===== config.mk =====
export PLATFORM = sky130hd
export DESIGN_NAME = i2s_lock_ctrl
export DESIGN_NICKNAME = d
export VERILOG_FILES = /design/src/rtl/i2s_lock_ctrl_pkg.sv /design/src/rtl/i2s_frame_meter.sv /design/src/rtl/i2s_lock_ctrl.sv
export SDC_FILE = /design/constraint.sdc
export NUM_CORES = 1
export LEC_CHECK = 0
export CAP_MARGIN = 20
export CORE_MARGIN = 3
export CORE_UTILIZATION = 62
export CTS_CLUSTER_DIAMETER = 200
export CTS_CLUSTER_SIZE = 40
export DETAILED_ROUTE_END_ITERATION = 8
export HOLD_SLACK_MARGIN = 0.06
export PLACE_DENSITY = 0.85
export SKIP_LAST_GASP = 1
export SLEW_MARGIN = 20
export SYNTH_ARGS = -nofsm -noshare
export SYNTH_HDL_FRONTEND = slang
export SYNTH_HIERARCHICAL = 1
export SYNTH_SLANG_ARGS = --single-unit

===== constraint.sdc =====
create_clock -name ck -period 6.7 [get_ports ck]
set_input_delay 1.34 -clock ck [delete_from_list [all_inputs] [get_ports ck]]
set_output_delay 1.34 -clock ck [all_outputs]
set_load 0.01 [all_outputs]

===== src/rtl/i2s_lock_ctrl_pkg.sv =====
// Shared encodings and widths for the I2S clock-source lock supervisor.
package i2s_lock_ctrl_pkg;

  localparam int unsigned POSN_W        = 6;
  localparam int unsigned FRAME_LEN_DEF = 64;

  localparam logic [1:0] ST_LOCAL  = 2'b00;
  localparam logic [1:0] ST_VERIFY = 2'b01;
  localparam logic [1:0] ST_EXT    = 2'b10;
  localparam logic [1:0] ST_DRAIN  = 2'b11;

endpackage


===== src/rtl/i2s_frame_meter.sv =====
// Frame-start detect and frame-length measurement for one bit-strobe source.
module i2s_frame_meter
  import i2s_lock_ctrl_pkg::*;
#(
  parameter int unsigned FRAME_LEN = FRAME_LEN_DEF,
  parameter int unsigned CW        = 8
) (
  input  logic              ck,
  input  logic              rst_n,
  input  logic              en,
  input  logic [POSN_W-1:0] posn,
  output logic              wrap_c,
  output logic              good_c
);

  logic [POSN_W-1:0] prev_posn;
  logic [CW-1:0]     len_cnt;

  // A frame starts where the position falls back to zero.
  assign wrap_c = (posn == '0) && (prev_posn != '0);
  assign good_c = wrap_c && (len_cnt == CW'(FRAME_LEN));

  // Previous position, sampled every cycle.
  always_ff @(posedge ck or negedge rst_n) begin
    if (!rst_n) prev_posn <= '0;
    else        prev_posn <= posn;
  end

  // Strobes since the last frame start; saturates so overlong frames read bad.
  always_ff @(posedge ck or negedge rst_n) begin
    if (!rst_n) begin
      len_cnt <= '0;
    end else if (wrap_c) begin
      len_cnt <= en ? CW'(1) : '0;
    end else if (en && (len_cnt != '1)) begin
      len_cnt <= len_cnt + CW'(1);
    end
  end

endmodule


===== src/rtl/i2s_lock_ctrl.sv =====
// Chooses local or external I2S timing; qualifies the external source and
// switches only at frame boundaries.
module i2s_lock_ctrl
  import i2s_lock_ctrl_pkg::*;
#(
  parameter int unsigned FRAME_LEN   = FRAME_LEN_DEF,
  parameter int unsigned LOCK_FRAMES = 4,
  parameter int unsigned LOSS_FRAMES = 2,
  parameter int unsigned TIMEOUT     = 128
) (
  input  logic              ck,
  input  logic              rst_n,
  input  logic              ext_en,
  input  logic [POSN_W-1:0] ext_frame_posn,
  input  logic              local_en,
  input  logic [POSN_W-1:0] local_frame_posn,
  input  logic              force_local,
  output logic              sel_ext,
  output logic              locked,
  output logic [1:0]        state,
  output logic              frame_err
);

  localparam int unsigned CW = $clog2(TIMEOUT) + 1;

  logic              ext_wrap_c;
  logic              ext_good_c;
  logic              local_wrap_c;
  logic              dead_c;
  logic [POSN_W-1:0] prev_local_posn;
  logic [CW-1:0]     dead_cnt;
  logic [CW-1:0]     good_cnt;
  logic [CW-1:0]     bad_cnt;
  logic [CW-1:0]     good_nxt;
  logic [CW-1:0]     bad_nxt;
  logic [CW-1:0]     good_inc;
  logic [CW-1:0]     bad_inc;
  logic [1:0]        state_nxt;
  logic              err_nxt;

  // External frame meter.
  i2s_frame_meter #(
    .FRAME_LEN (FRAME_LEN),
    .CW        (CW)
  ) u_ext_meter (
    .ck     (ck),
    .rst_n  (rst_n),
    .en     (ext_en),
    .posn   (ext_frame_posn),
    .wrap_c (ext_wrap_c),
    .good_c (ext_good_c)
  );

  // Local side only needs the frame-start detect.
  always_ff @(posedge ck or negedge rst_n) begin
    if (!rst_n) prev_local_posn <= '0;
    else        prev_local_posn <= local_frame_posn;
  end

  assign local_wrap_c = (local_frame_posn == '0) && (prev_local_posn != '0);

  // Local strobes seen since the last external strobe.
  always_ff @(posedge ck or negedge rst_n) begin
    if (!rst_n) begin
      dead_cnt <= '0;
    end else if (ext_en) begin
      dead_cnt <= '0;
    end else if (local_en && !dead_c) begin
      dead_cnt <= dead_cnt + CW'(1);
    end
  end

  assign dead_c   = (dead_cnt == CW'(TIMEOUT));
  assign good_inc = good_cnt + CW'(1);
  assign bad_inc  = bad_cnt + CW'(1);

  // State, qualification counters and registered outputs.
  always_ff @(posedge ck or negedge rst_n) begin
    if (!rst_n) begin
      state     <= ST_LOCAL;
      sel_ext   <= 1'b0;
      locked    <= 1'b0;
      frame_err <= 1'b0;
      good_cnt  <= '0;
      bad_cnt   <= '0;
    end else begin
      state     <= state_nxt;
      sel_ext   <= state_nxt[1];
      locked    <= (state_nxt == ST_EXT);
      frame_err <= err_nxt;
      good_cnt  <= good_nxt;
      bad_cnt   <= bad_nxt;
    end
  end

  // Next-state logic; force_local outranks every other transition.
  always_comb begin
    state_nxt = state;
    good_nxt  = good_cnt;
    bad_nxt   = bad_cnt;
    err_nxt   = 1'b0;
    if (((state == ST_VERIFY) || (state == ST_EXT)) && ext_wrap_c && !ext_good_c) begin
      err_nxt = 1'b1;
    end
    case (state)
      ST_LOCAL: begin
        if (ext_wrap_c && !force_local && !dead_c) begin
          state_nxt = ST_VERIFY;
          good_nxt  = '0;
        end
      end
      ST_VERIFY: begin
        if (force_local || dead_c) begin
          state_nxt = ST_LOCAL;
        end else if (ext_wrap_c) begin
          if (ext_good_c) begin
            good_nxt = good_inc;
            if (good_inc == CW'(LOCK_FRAMES)) begin
              state_nxt = ST_EXT;
              bad_nxt   = '0;
            end
          end else begin
            good_nxt = '0;
          end
        end
      end
      ST_EXT: begin
        if (force_local || dead_c) begin
          state_nxt = ST_DRAIN;
        end else if (ext_wrap_c) begin
          if (ext_good_c) begin
            bad_nxt = '0;
          end else begin
            bad_nxt = bad_inc;
            if (bad_inc == CW'(LOSS_FRAMES)) state_nxt = ST_DRAIN;
          end
        end
      end
      ST_DRAIN: begin
        if (local_wrap_c) state_nxt = ST_LOCAL;
      end
      default: state_nxt = ST_LOCAL;
    endcase
  end

endmodule


# --- After elaboration in Yosys (flattened, before gate mapping) ---
# Index checks and enable logic that the tools add are counted.
word_totals:
  regBits: 49
  inputBits: 17
classes:
  n_addsub: 4
  mux: 30
  n_reduce_logical: 25
  eq_ne: 16
op_table:
  columns: ["cell", "n"]
  rows:
  - ["two-way mux 8 bit", 15]
  - ["adder 8 x 1 -> 8 bit, second input constant", 4]
  - ["one-hot mux 8 bit (2 select lines)", 2]
  - ["two-way mux 2 bit", 10]
  - ["zero test 6 bit", 2]
  - ["!= test 2 bit, second input constant", 6]
  - ["nonzero test 6 bit", 2]
  - ["logical AND 1 bit", 9]
  - ["== test 8 x 2 -> 1 bit, second input constant", 1]
  - ["== test 8 x 3 -> 1 bit, second input constant", 1]
  - ["== test 8 x 7 -> 1 bit, second input constant", 1]
  - ["== test 8 bit, second input constant", 1]
  - ["!= test 8 bit, second input constant", 1]
  - ["one-hot mux 2 bit (4 select lines)", 1]
  - ["nonzero test 2 bit", 4]
  - ["AND reduction 7 bit", 1]
  - ["== test 2 bit, second input constant", 3]
  - ["AND reduction 4 bit", 1]
  - ["zero test 1 bit", 3]
  - ["== test 2 x 1 -> 1 bit, second input constant", 1]
  - ["zero test 2 bit", 1]
  - ["logical OR 1 bit", 2]
  - ["two-way mux 1 bit", 2]
  - ["!= test 2 x 1 -> 1 bit, second input constant", 1]

# --- Depth between registers and ports, before layout ---
depth:
  depth_word: 8
  ltp_mapped: 11
  depth_no_buf: 11

# --- By module ---
# Netlist, hierarchy kept.
by_module_without_submodules:
  columns: ["module", "cells_per_inst", "area_each_um2", "instances"]
  rows:
  - ["i2s_lock_ctrl", 200, 1919.3, 1]
  - ["i2s_frame_meter", 60, 656.9, 1]

# --- Least setup slack after synthesis ---
# OpenSTA, ideal clock, no wires.
synth_timing:
  kind: "input to register"
  from: "in ext_frame_posn[1]"
  to: "reg bad_cnt[2]"
  setup_slack_ps: 3383
  setup_ps: 123
  n_path_buf: 2
  stages: 10
  arrival_time_ps: 3194
  t_required_ps: 6577
  cell_sequence: "or4_4 > a211oi_2 > buf_6 > and3_1 > nand2_1 > nor3b_2 > o21ai_2 > buf_2 > o21ai_1 > o21ai_1"
synth_via:
  elab_chain_cells: 7
  word_cells_on_any_way: 11
  cone_classes: "eq/ne: 3; mux: 4; reduce/logical: 4"
synth_lines:
  columns: ["element", "line_no", "rtl"]
  rows:
  - ["from (decl)", "i2s_lock_ctrl.sv:14", "input logic [POSN_W-1:0] ext_frame_posn,"]
  - ["zero test 6 bit *", "i2s_frame_meter.sv:20", "assign wrap_c = (posn == '0) && (prev_posn != '0);"]
  - ["logical AND 1 bit *", "i2s_frame_meter.sv:20", null]
  - ["named net ext_wrap_c", "i2s_lock_ctrl.sv:26", "logic ext_wrap_c;"]
  - ["logical AND 1 bit *", "i2s_frame_meter.sv:21", "assign good_c = wrap_c && (len_cnt == CW'(FRAME_LEN));"]
  - ["named net ext_good_c", "i2s_lock_ctrl.sv:27", "logic ext_good_c;"]
  - ["two-way mux 8 bit", "i2s_lock_ctrl.sv:131", "if (ext_good_c) begin"]
  - ["two-way mux 8 bit", "i2s_lock_ctrl.sv:130", "end else if (ext_wrap_c) begin"]
  - ["two-way mux 8 bit", "i2s_lock_ctrl.sv:128", "if (force_local || dead_c) begin"]
  - ["one-hot mux 8 bit (2 select lines)", "i2s_lock_ctrl.sv:105", "case (state)"]
  - ["to (signal assigned)", "i2s_lock_ctrl.sv:92", "bad_cnt <= bad_nxt;"]
  - ["to (decl)", "i2s_lock_ctrl.sv:33", "logic [CW-1:0] bad_cnt;"]
# The timed path passes the listed nets; every way through them passes the cells marked *. The select of a mux whose other input is x is not followed.
# A chain may end at the register's enable or synchronous reset.

# --- Worst setup path in the final report ---
layout_timing:
  from: "in ext_frame_posn[1]"
  to: "reg bad_cnt[4]"
# The elaborated chain is that of the path after synthesis.

==> impl_metrics.tcl <==
set metrics [dict create \
    worstPathMaxFanout 14 \
    grt_overflow 0 \
    critPathTopFamily "simple AND/OR/NAND/NOR gates" \
    fin_total_pwr_uw 629 \
    gp_congestion 0.892 \
    cp.required_ns 6.92 \
    clock_latency_ns 0.30 \
    slew_headroom_pct 45.6 \
    cts_tree "built" \
    ctsRootBufferMaster "clkbuf_8" \
    grt_setup_unrepaired "false" \
    critPathSlowestCell "a211oi_2" \
    hpwl_mm 3.58 \
    postCtsHoldBufs 0 \
    final-setup-viol-count 0 \
    synth_top_area_share_pct 46.6 \
    fmax_mhz 238 \
    row_count 22 \
    hold_viol_final 0 \
    cts_buffer_depth 2 \
    drv_slew 0 \
    htree_levels 2 \
    worst_pin_slew_ns 0.815 \
    die_h_um 70.5 \
    synthArstFlopShare_pct 100 \
    vias_per_cell 5.88 \
    start_kind "input pin" \
    crit_end "bad_cnt[4]" \
    clockPowerShare_pct 32.1 \
    cts_sinks 48 \
    slowest_delay_ns 0.66 \
    antenna_found_initial 0 \
    drtIter0Drc 103 \
    nFillCells 284 \
    portBuffers 21 \
    avgSynthCellArea_um2 9.91 \
    fin_tns_setup_ns 0 \
    drive_gt1_share_pct 10.2 \
    finalClockSkew_ns 0.0121 \
    crit_buf_inv 1 \
    cp.depth 10 \
    worst_ep_arrival_time_ns 4.43 \
    grt_pass1_vias 1919 \
    synth_area_leaders "dfrtp_1 (47%), ha_1 (5.8%), xor2_1 (3.4%)" \
    num_antenna_cells 0 \
    drt-met1-wl_mm 2.34 \
    core_um2 3830 \
    wirelength_mm 4.97 \
    post-synth-top-count-cell "dfrtp_1" \
    synth_edf_count 0 \
    p_seq_share_pct 53.6 \
    avgRoutedWirePerCell_um 15.0 \
    critical_path_class "input pin to flip-flop" \
    drv_cap 0 \
    p_sw_share_pct 26.8 \
    fin_nets 311 \
    syn_inst 260 \
    die_x_um 70.5 \
    design.die.area_um2 4960 \
    synth-seq-area-share_pct 46.6 \
    dr_wl_met3_um 196 \
    crit_path_end_kind "flip-flop" \
    fin_crit_sh_pct 62.8 \
    top_layer_used "met4" \
    cts_resized 0 \
    syn_area_um2 2580 \
    start_util_pct 67.3 \
    irDropWorstVdd_v 0.000157 \
    track_usage_pct 21.6 \
    crit_path_start "ext_frame_posn[1]" \
    yosysWarnings 6 \
    r2r_setup_slack_ns 4.01 \
    post_cts_buffers 0 \
    firstDrtPassIters 5 \
    clk_pin_slew_ns 0.08 \
    met2_length_mm 2.38 \
    grt_max_degree 49 \
    intPower_uw 460 \
    power.density_nw_per_um2 216 \
    drc_errors 0 \
    vias 1947 \
    comb_power_share_pct 14.3 \
    r2r-end "bad_cnt[4]" \
    timing.final.crit_period_ns 4.21 \
    numCtsBuffers 5 \
    p_switching_uw 168 \
    ys_ff_latch 48 \
    synth_top_flop_cell "dfrtp_1" \
    synth.largest_area_cell "dfrtp_1" \
    synth_cell_types 48 \
    r2r_cells 9 \
    area_delta_synth_final_pct 13.2 \
    io_pins 22 \
    ant_nets 0 \
    grt_pass1_wl_mm 8.63 \
    status "finished, final reports clean" \
    reg2reg_from "u_ext_meter/prev_posn[3]" \
    syn-num-nets 289 \
    synthTopCellsByCount "dfrtp_1 (48), nor2_1 (23), nand2_1 (22), o21ai_0 (15)" \
    leakagePower_nw 1.25 \
    path_cells "clkdlybuf4s50_1, or4_4, a211oi_2, and3_1, nand2_1, nor3b_2, o21ai_2, nor3_1, a21oi_1, o21ai_1" \
    hp-class "flip-flop to flip-flop" \
]
## routing by layer
metal / global-route usage [%] / vias to the layer above
li1: - / 971
met1: 29.8 / 934
met2: 34.6 / 35
met3: 4.17 / 7
met4: 5.96 / 0
met5: 0 / -
## stage by stage
| step | util, % | cell area (um2) | hold slack (ns) | instances | worst slack, ns |
|---|---|---|---|---|---|
| after floorplan | - | 2580 | 0.469 | 260 | 3.38 |
| after global placement | 73.3 | 2810 | 0.499 | 323 | 2.40 |
| after detailed placement | 73.3 | 2810 | 0.500 | 323 | 2.24 |
| after CTS | 76.1 | 2910 | 0.520 | 331 | 2.49 |
| after global routing | 76.2 | 2920 | 0.554 | 331 | 2.25 |
| final | 76.2 | 2920 | 0.530 | 331 | 2.49 |
## power by group through the flow
| stage | sequential (mW) | clock (mW) | combinational, mW |
|---|---|---|---|
| after floorplan | 0.335 | 0 | 0.0557 |
| after global placement | 0.339 | 0 | 0.0854 |
| after detailed placement | 0.341 | 0 | 0.0903 |
| after CTS | 0.335 | 0.204 | 0.0905 |
| after global routing | 0.340 | 0.217 | 0.101 |
| final | 0.337 | 0.202 | 0.0899 |
## layout make-up
| type | instances | area [um2] | share of cell area (%) |
|---|---|---|---|
| repair buffers | 21 | 208 | 7.12 |
| clock inverters | 2 | 35.0 | 1.20 |
| inverters | 11 | 41.3 | 1.42 |
| clock buffers | 6 | 72.6 | 2.49 |
| flip-flops and latches | 48 | 1200 | 41.2 |
| multi-input cells | 195 | 1300 | 44.5 |
| well taps | 48 | 60.1 | 2.06 |
## cells in the final DEF (no fill, tap or decap), drive strengths merged, types with 2 or more instances in the layout
cell / n
a21oi: 12
and2: 3
and3: 8
clkbuf: 6
clkdlybuf4s50: 20
dfrtp: 48
ha: 12
inv: 11
nand2: 22
nand2b: 6
nand3: 13
nand4: 8
nor2: 23
nor2b: 3
nor3: 6
nor3b: 2
nor4: 4
nor4b: 2
o211ai: 4
o21ai: 29
o31ai: 3
or2: 3
or3: 5
or4: 2
xnor2: 4
xor2: 10
## state kept, by name (all words and copies together) (netlist names)
register               count
bad_cnt                    8
dead_cnt                   8
good_cnt                   8
u_ext_meter/len_cnt        8
prev_local_posn            6
u_ext_meter/prev_posn      6
frame_err                  1
locked                     1
sel_ext                    1
state                      1
## kinds of logic (layout without fill, tap and decap cells)
family | after synthesis | count (layout) | share of synthesized area (%)
buf+inv | 17 | 40 | 3.01
compound gates | 55 | 55 | 14.1
flops | 48 | 48 | 46.6
simple gates | 113 | 113 | 25.3
fa+ha+maj | 12 | 12 | 5.83
xor+xnor | 14 | 14 | 4.76
mux | 1 | 1 | 0.389
## worst min-delay path by stage
stage | startpoint | endpoint | cells past startpoint
floorplan | good_cnt[6] | good_cnt[6] | 1
global placement | good_cnt[6] | good_cnt[6] | 1
detailed placement | good_cnt[6] | good_cnt[6] | 1
CTS | good_cnt[6] | good_cnt[6] | 1
global route | good_cnt[3] | good_cnt[3] | 1
finish | good_cnt[7] | good_cnt[7] | 2
## tightest hold or removal path: stages, from the launching register on
cell and delay (ns):
dfrtp_1 0.38, nand2_1 0.05, o21ai_0 0.06
Note: power is estimated with default switching activity, not from simulation.
